File: config.mk
export PLATFORM = sky130hd
export DESIGN_NAME = icm_buffer_rsp_dispatch
export DESIGN_NICKNAME = d
export VERILOG_FILES = /design/src/rtl/icm_buffer_rsp_dispatch.sv
export SDC_FILE = /design/constraint.sdc
export NUM_CORES = 1
export LEC_CHECK = 0
export CAP_MARGIN = 10
export CORE_AREA = 2 2 393 395
export DETAILED_ROUTE_END_ITERATION = 7
export DIE_AREA = 0 0 395 397
export PLACE_DENSITY = 0.3
export SLEW_MARGIN = 10
export SYNTH_ARGS = -nofsm -noshare
export SYNTH_HDL_FRONTEND = slang
export SYNTH_SLANG_ARGS = --single-unit
File: constraint.sdc
create_clock -name clk -period 20.8 [get_ports clk]
set_input_delay 5.2 -clock clk [delete_from_list [all_inputs] [get_ports clk]]
set_output_delay 5.2 -clock clk [all_outputs]
set_load 0.05 [all_outputs]
File: src/rtl/icm_buffer_rsp_dispatch.sv
// icm_buffer_rsp_dispatch: routes ICM get-thread responses to the hit channel or to a DMA miss-fetch request,
// and keeps saturating hit/miss statistics.
module icm_buffer_rsp_dispatch #(
    parameter int COUNT_MAX_LOG       = 2,
    parameter int REQ_TAG_LOG         = 5,
    parameter int PHYSICAL_ADDR_WIDTH = 48,
    parameter int ICM_ADDR_WIDTH      = 64,
    parameter int CACHE_ENTRY_WIDTH   = 256,
    parameter int ICM_SLOT_SIZE       = 8,
    parameter int HEAD_WIDTH          = 2*COUNT_MAX_LOG+REQ_TAG_LOG+PHYSICAL_ADDR_WIDTH+ICM_ADDR_WIDTH
) (
    input  logic                           clk,
    input  logic                           rst,
    input  logic                           get_rsp_valid,
    input  logic [HEAD_WIDTH:0]            get_rsp_head,
    input  logic [CACHE_ENTRY_WIDTH-1:0]   get_rsp_data,
    output logic                           get_rsp_ready,
    output logic                           hit_rsp_valid,
    output logic [HEAD_WIDTH-1:0]          hit_rsp_head,
    output logic [CACHE_ENTRY_WIDTH-1:0]   hit_rsp_data,
    input  logic                           hit_rsp_ready,
    output logic                           miss_req_valid,
    output logic [HEAD_WIDTH-1:0]          miss_req_head,
    output logic [PHYSICAL_ADDR_WIDTH-1:0] miss_req_addr,
    input  logic                           miss_req_ready,
    input  logic                           stats_clr,
    output logic [31:0]                    hit_cnt,
    output logic [31:0]                    miss_cnt
);
    localparam int IAW = ICM_ADDR_WIDTH;
    localparam int PAW = PHYSICAL_ADDR_WIDTH;
    localparam logic [11:0] SLOT_MASK = ~12'(ICM_SLOT_SIZE-1);

    typedef enum logic [1:0] {IDLE, HIT_OUT, MISS_OUT} state_t;
    state_t state, state_nx;

    logic [HEAD_WIDTH-1:0]        head_q;
    logic [CACHE_ENTRY_WIDTH-1:0] data_q;
    logic [PAW-1:0]               addr_q;
    logic accept, hit_done, miss_done, hit_in;
    logic [PAW-1:0] addr_in;

    assign hit_in   = get_rsp_head[HEAD_WIDTH];
    // page base from phy_addr, slot offset within the page from icm_addr; no carry into the page
    assign addr_in  = {get_rsp_head[IAW+PAW-1:IAW+12], get_rsp_head[11:0] & SLOT_MASK};
    assign accept    = get_rsp_valid && get_rsp_ready;
    assign hit_done  = hit_rsp_valid && hit_rsp_ready;
    assign miss_done = miss_req_valid && miss_req_ready;

    assign hit_rsp_head  = head_q;
    assign hit_rsp_data  = data_q;
    assign miss_req_head = head_q;
    assign miss_req_addr = addr_q;

    always_ff @(posedge clk or posedge rst) begin
        if (rst) state <= IDLE;
        else     state <= state_nx;
    end

    always_comb begin
        state_nx       = state;
        get_rsp_ready  = 1'b0;
        hit_rsp_valid  = 1'b0;
        miss_req_valid = 1'b0;
        case (state)
            IDLE: begin
                get_rsp_ready = 1'b1;
                if (get_rsp_valid) state_nx = hit_in ? HIT_OUT : MISS_OUT;
            end
            HIT_OUT: begin
                hit_rsp_valid = 1'b1;
                if (hit_rsp_ready) state_nx = IDLE;
            end
            MISS_OUT: begin
                miss_req_valid = 1'b1;
                if (miss_req_ready) state_nx = IDLE;
            end
            default: state_nx = IDLE;
        endcase
    end

    always_ff @(posedge clk or posedge rst) begin
        if (rst) begin
            head_q <= '0;
            data_q <= '0;
            addr_q <= '0;
        end else if (accept) begin
            head_q <= get_rsp_head[HEAD_WIDTH-1:0];
            data_q <= hit_in ? get_rsp_data : '0;
            addr_q <= hit_in ? '0 : addr_in;
        end else if (hit_done || miss_done) begin
            head_q <= '0;
            data_q <= '0;
            addr_q <= '0;
        end
    end

    always_ff @(posedge clk or posedge rst) begin
        if (rst) begin
            hit_cnt  <= '0;
            miss_cnt <= '0;
        end else if (stats_clr) begin
            hit_cnt  <= '0;
            miss_cnt <= '0;
        end else begin
            if (hit_done && hit_cnt != '1)   hit_cnt  <= hit_cnt + 32'd1;
            if (miss_done && miss_cnt != '1) miss_cnt <= miss_cnt + 32'd1;
        end
    end
endmodule

==> results.md <==
- After synthesis, flip-flops and latches occupy 63.4% of the total area.
- The placement-stage worst setup slack is 10960 ps.
- The post-cts hold buffer count is 0.
- After detailed routing, the number of vias per cell comes to 3.70.
- sky130_fd_sc_hd__dfrtp_1 takes more of the synthesized area than any other cell.
- The mapped netlist covers 19300 µm².
- The path with the worst hold slack has its endpoint at hit_rsp_data[189].
- The utilization after layout is 21.5%.
- Once placement completed, the tool counted placed cells totaling 4301.
- The wire-length estimate of the detail-placed layout is around 80000 µm.
- The number of clock sinks is 488.
- The global-route wire length before repair is roughly 140000 µm.
- After technology mapping, the gate count stands at around 1500.
- After layout, the design draws a total of approximately 4 mW.
- The library cell used most frequently in the layout, excluding fill and tap cells, is sky130_fd_sc_hd__clkdlybuf4s50_1.
- The count of flip-flops with a built-in enable after synthesis is 0.
- The DRC violation count after routing is 0.
- The total vias in the final route is 16400.
- The worst path arrival time is 9700 ps.
- In this run the static leakage power is about 13 nW.
- STA classifies the critical path endpoint as a register.
- The remaining number of nets flagged by the antenna check after routing is 0.
- Pin placement for this block handled between 900 and 1000 I/O pins.
- The H-tree depth is 3.
- The total overflow left after global routing is 0.
- The hold violation total from the final report was 0.
- The share of flip-flops with an asynchronous set or reset is between 90% and 100%.
- The post-layout instance count excluding filler cells is 4429.
- The startpoint of the worst hold path is hit_rsp_data[189].
- At the pin with the least slew margin, the transition time is 1100 ps.
- The number of max-slew violations in the final report is 0.
- In the final layout, the share of cells above drive strength 1 is 6.31%.
- Clock-pin slew was measured on the worst setup and hold paths at 60 ps.
- In this design, the critical path's most frequently occurring cell is sky130_fd_sc_hd__buf_4.
- The total wire length is 104000 µm.
- Setup slack closes at 11670 ps.
- Global routing used 12.8% of the available tracks across all layers.
- The run finished with clean final reports.
- In this design, the stage delay of the slowest critical-path cell is 920 ps.
- The total power divided by cell area is approximately 120 nW/µm².
- The root cell of the clock tree is sky130_fd_sc_hd__clkbuf_16.
- During placement, the flow inserted port buffers numbering 993.
- The total setup violations reported at the end of the flow is 0.
- The endpoint of the lowest-slack register-to-register path is hit_rsp_data[172].
- The most common flop cell mapped by yosys is sky130_fd_sc_hd__dfrtp_1.
- The area share of the largest cell type after synthesis is 63.4%.
- The register-to-register path setup slack is 16370 ps.
- In the finished design, the share of the clock period the worst path needs comes to 43.9%.
- The clock buffer count from CTS is 69.
- Of all nets on the critical path, the largest fanout is 90.
- The clock passes through at most 3 buffers.
- The Yosys step of the flow raised 0 warnings.
- The via count of the first global-routing pass was 17300.
- The worst pin sits at a relative slew slack of 26.3%.
- The reported max-cap violation count is 0.
- After floorplanning, the core was sized to cover about 150000 µm².
- The final sum of negative setup slack is 0 ps.
- The initial utilization of the core area, before any placement, comes to between 10% and 20%.
- The fmax is 0.110 GHz.
- The die is 395 µm wide.
- The post-synthesis to final-layout area growth is 70.7%.
- The tightest min-delay check is of the register to register type.
- Counting flops and latches in the post-synthesis netlist gives roughly 490.
- The peak ir drop on the vdd network is between 0.00005 and 0.00006 V.
- Entering global routing, the biggest net connects 97 pins.
- The signal on the critical path passes through clkdlybuf4s50_1 -> nand2_1 -> nor3_2 -> buf_4 -> buf_4 -> buf_4 -> a22o_1.
- At the worst endpoint, the required time is 21360 ps.
- Averaged over all synthesized cells, the footprint is 13.1 µm².
- The master of the slowest instance on the critical path is sky130_fd_sc_hd__buf_4.
- Clock latency on the worst-skew pair, taken at its later pin, is between 600 and 700 ps.
- The number of rows created at floorplan is 144.
- The final worst clock skew is 29.7 ps.
- The congestion estimate from routability-driven global placement came to 0.808.
- The first TritonRoute pass finished after 5 iterations.
- Setup repair after global routing left no endpoint under its margin.
- The final critical path time including I/O delays and setup is a little over 9000 ps.
- In this run the post-CTS setup repair buffer count came out at 0.
- The number of distinct standard cells referenced by the synthesized netlist is 50.
- The post-route worst hold slack is 502 ps.
- The start-to-end type of the worst setup path is input port to register.
- Gates resized during post-CTS repair numbered 0.
- The worst setup path is launched from an input port.
- The die area is 157000 µm².
- The startpoint identified for the worst register-to-register timing path is state[1].
- In this run, the number of DRC markers left after iteration 0 of detailed routing was 859.
- For the worst flop-to-flop path, the logic depth is 5.
- The initial antenna violation count was 31.
- The average wire per standard cell is 23.6 µm.
- From bottom edge to top edge, the die measures between 300 and 400 µm.
- The total placed instance area is 30600 µm².
- The number of instances on the worst hold path is 1.
- By area the synthesized netlist is led by sky130_fd_sc_hd__dfrtp_1 63%, sky130_fd_sc_hd__a22o_1 19%, sky130_fd_sc_hd__buf_4 4.9%, sky130_fd_sc_hd__clkbuf_1 2.1%, sky130_fd_sc_hd__a21oi_1 0.88%.
- The final net count is between 2000 and 3000.
- Once layout is done, the placed cells without fillers occupy between 30000 and 40000 µm².
- TritonCTS built the clock tree.
- In the layout the commonest cells are 992 x sky130_fd_sc_hd__clkdlybuf4s50_1, 488 x sky130_fd_sc_hd__dfrtp_1, 422 x sky130_fd_sc_hd__a22o_1.
==> worst max path at each step <==
stage,from,slack (ps),end
after floorplan,rst,1980,hit_cnt[0]
after global placement,get_rsp_valid,11080,hit_rsp_data[196]
after detailed placement,get_rsp_valid,10960,hit_rsp_data[196]
after CTS,get_rsp_valid,11670,hit_rsp_data[213]
after global routing,get_rsp_valid,11350,hit_rsp_data[177]
final,get_rsp_valid,11670,hit_rsp_data[172]
==> state kept, by name, summed over array words and instances, names as in the netlist <==
signal         cells
hit_rsp_head     121
hit_cnt           32
hit_rsp_data     256
state              2
miss_cnt          32
miss_req_addr     45
==> cells by family (layout without fill, tap and decap cells) <==
logic type                 after synthesis  in the layout  synth area share [%]
buffers and inverters                  246           1147                  7.27
DFF                                    488            488                  63.4
xor gates and xnor gates                19             19                 0.864
adders and majority gates                2              2                 0.130
and+or+nand+nor                        197            197                  5.79
other                                    1             10                0.0195
muxes                                    9              9                 0.507
AOI/OAI and AO/OA                      513            513                  22.0
==> Yosys cell counts, drive strengths merged, types with 2 or more instances <==
library cell  instances
dfrtp               488
a22o                422
buf                 128
clkbuf              106
a21oi                34
nor2                 34
o21ai                28
or3                  27
nand3                26
nand2                25
nand4                19
or4                  16
xnor2                12
inv                  11
nor2b                10
nor4                 10
o31ai                 9
and4                  7
nor3                  7
xor2                  7
a311oi                6
mux2                  6
and2                  4
and3                  4
o2111ai               4
mux2i                 3
nand3b                3
ha                    2
or2                   2
==> per-layer routing <==
| metal | part of all wire (%) | global-route usage [%] |
|---|---|---|
| met2 | 50 | 21.7 |
| met3 | 8.9 | 5.59 |
| met1 | 38 | 14.3 |
| met4 | 3.2 | 4.33 |
| met5 | 0.22 | 0 |
==> area by class of cell <==
class,instances,area [µm²]
Timing Repair Buffer,1015,10100
Inverter,11,48.8
Clock inverter,24,315
Tap cell,2044,2560
Multi-Input combinational cell,743,5680
Antenna cell,7,17.5
Clock buffer,97,1950
Sequential cell,488,12200
Fill cell,16400,120000
==> worst max-delay path, delay by kind of cell <==
family / cells / cell delay [ps]
buffers and inverters: 4 / 3200
and+or+nand+nor: 2 / 790
AOI/OAI and AO/OA: 1 / 240
==> where the power goes <==
part / switching, mW / internal, mW
Clock: 0.492 / 0.700
Combinational: 1.00 / 0.483
Sequential: 0.124 / 1.09
Total: 1.62 / 2.27
No activity file was read; power rests on OpenSTA's default activity.
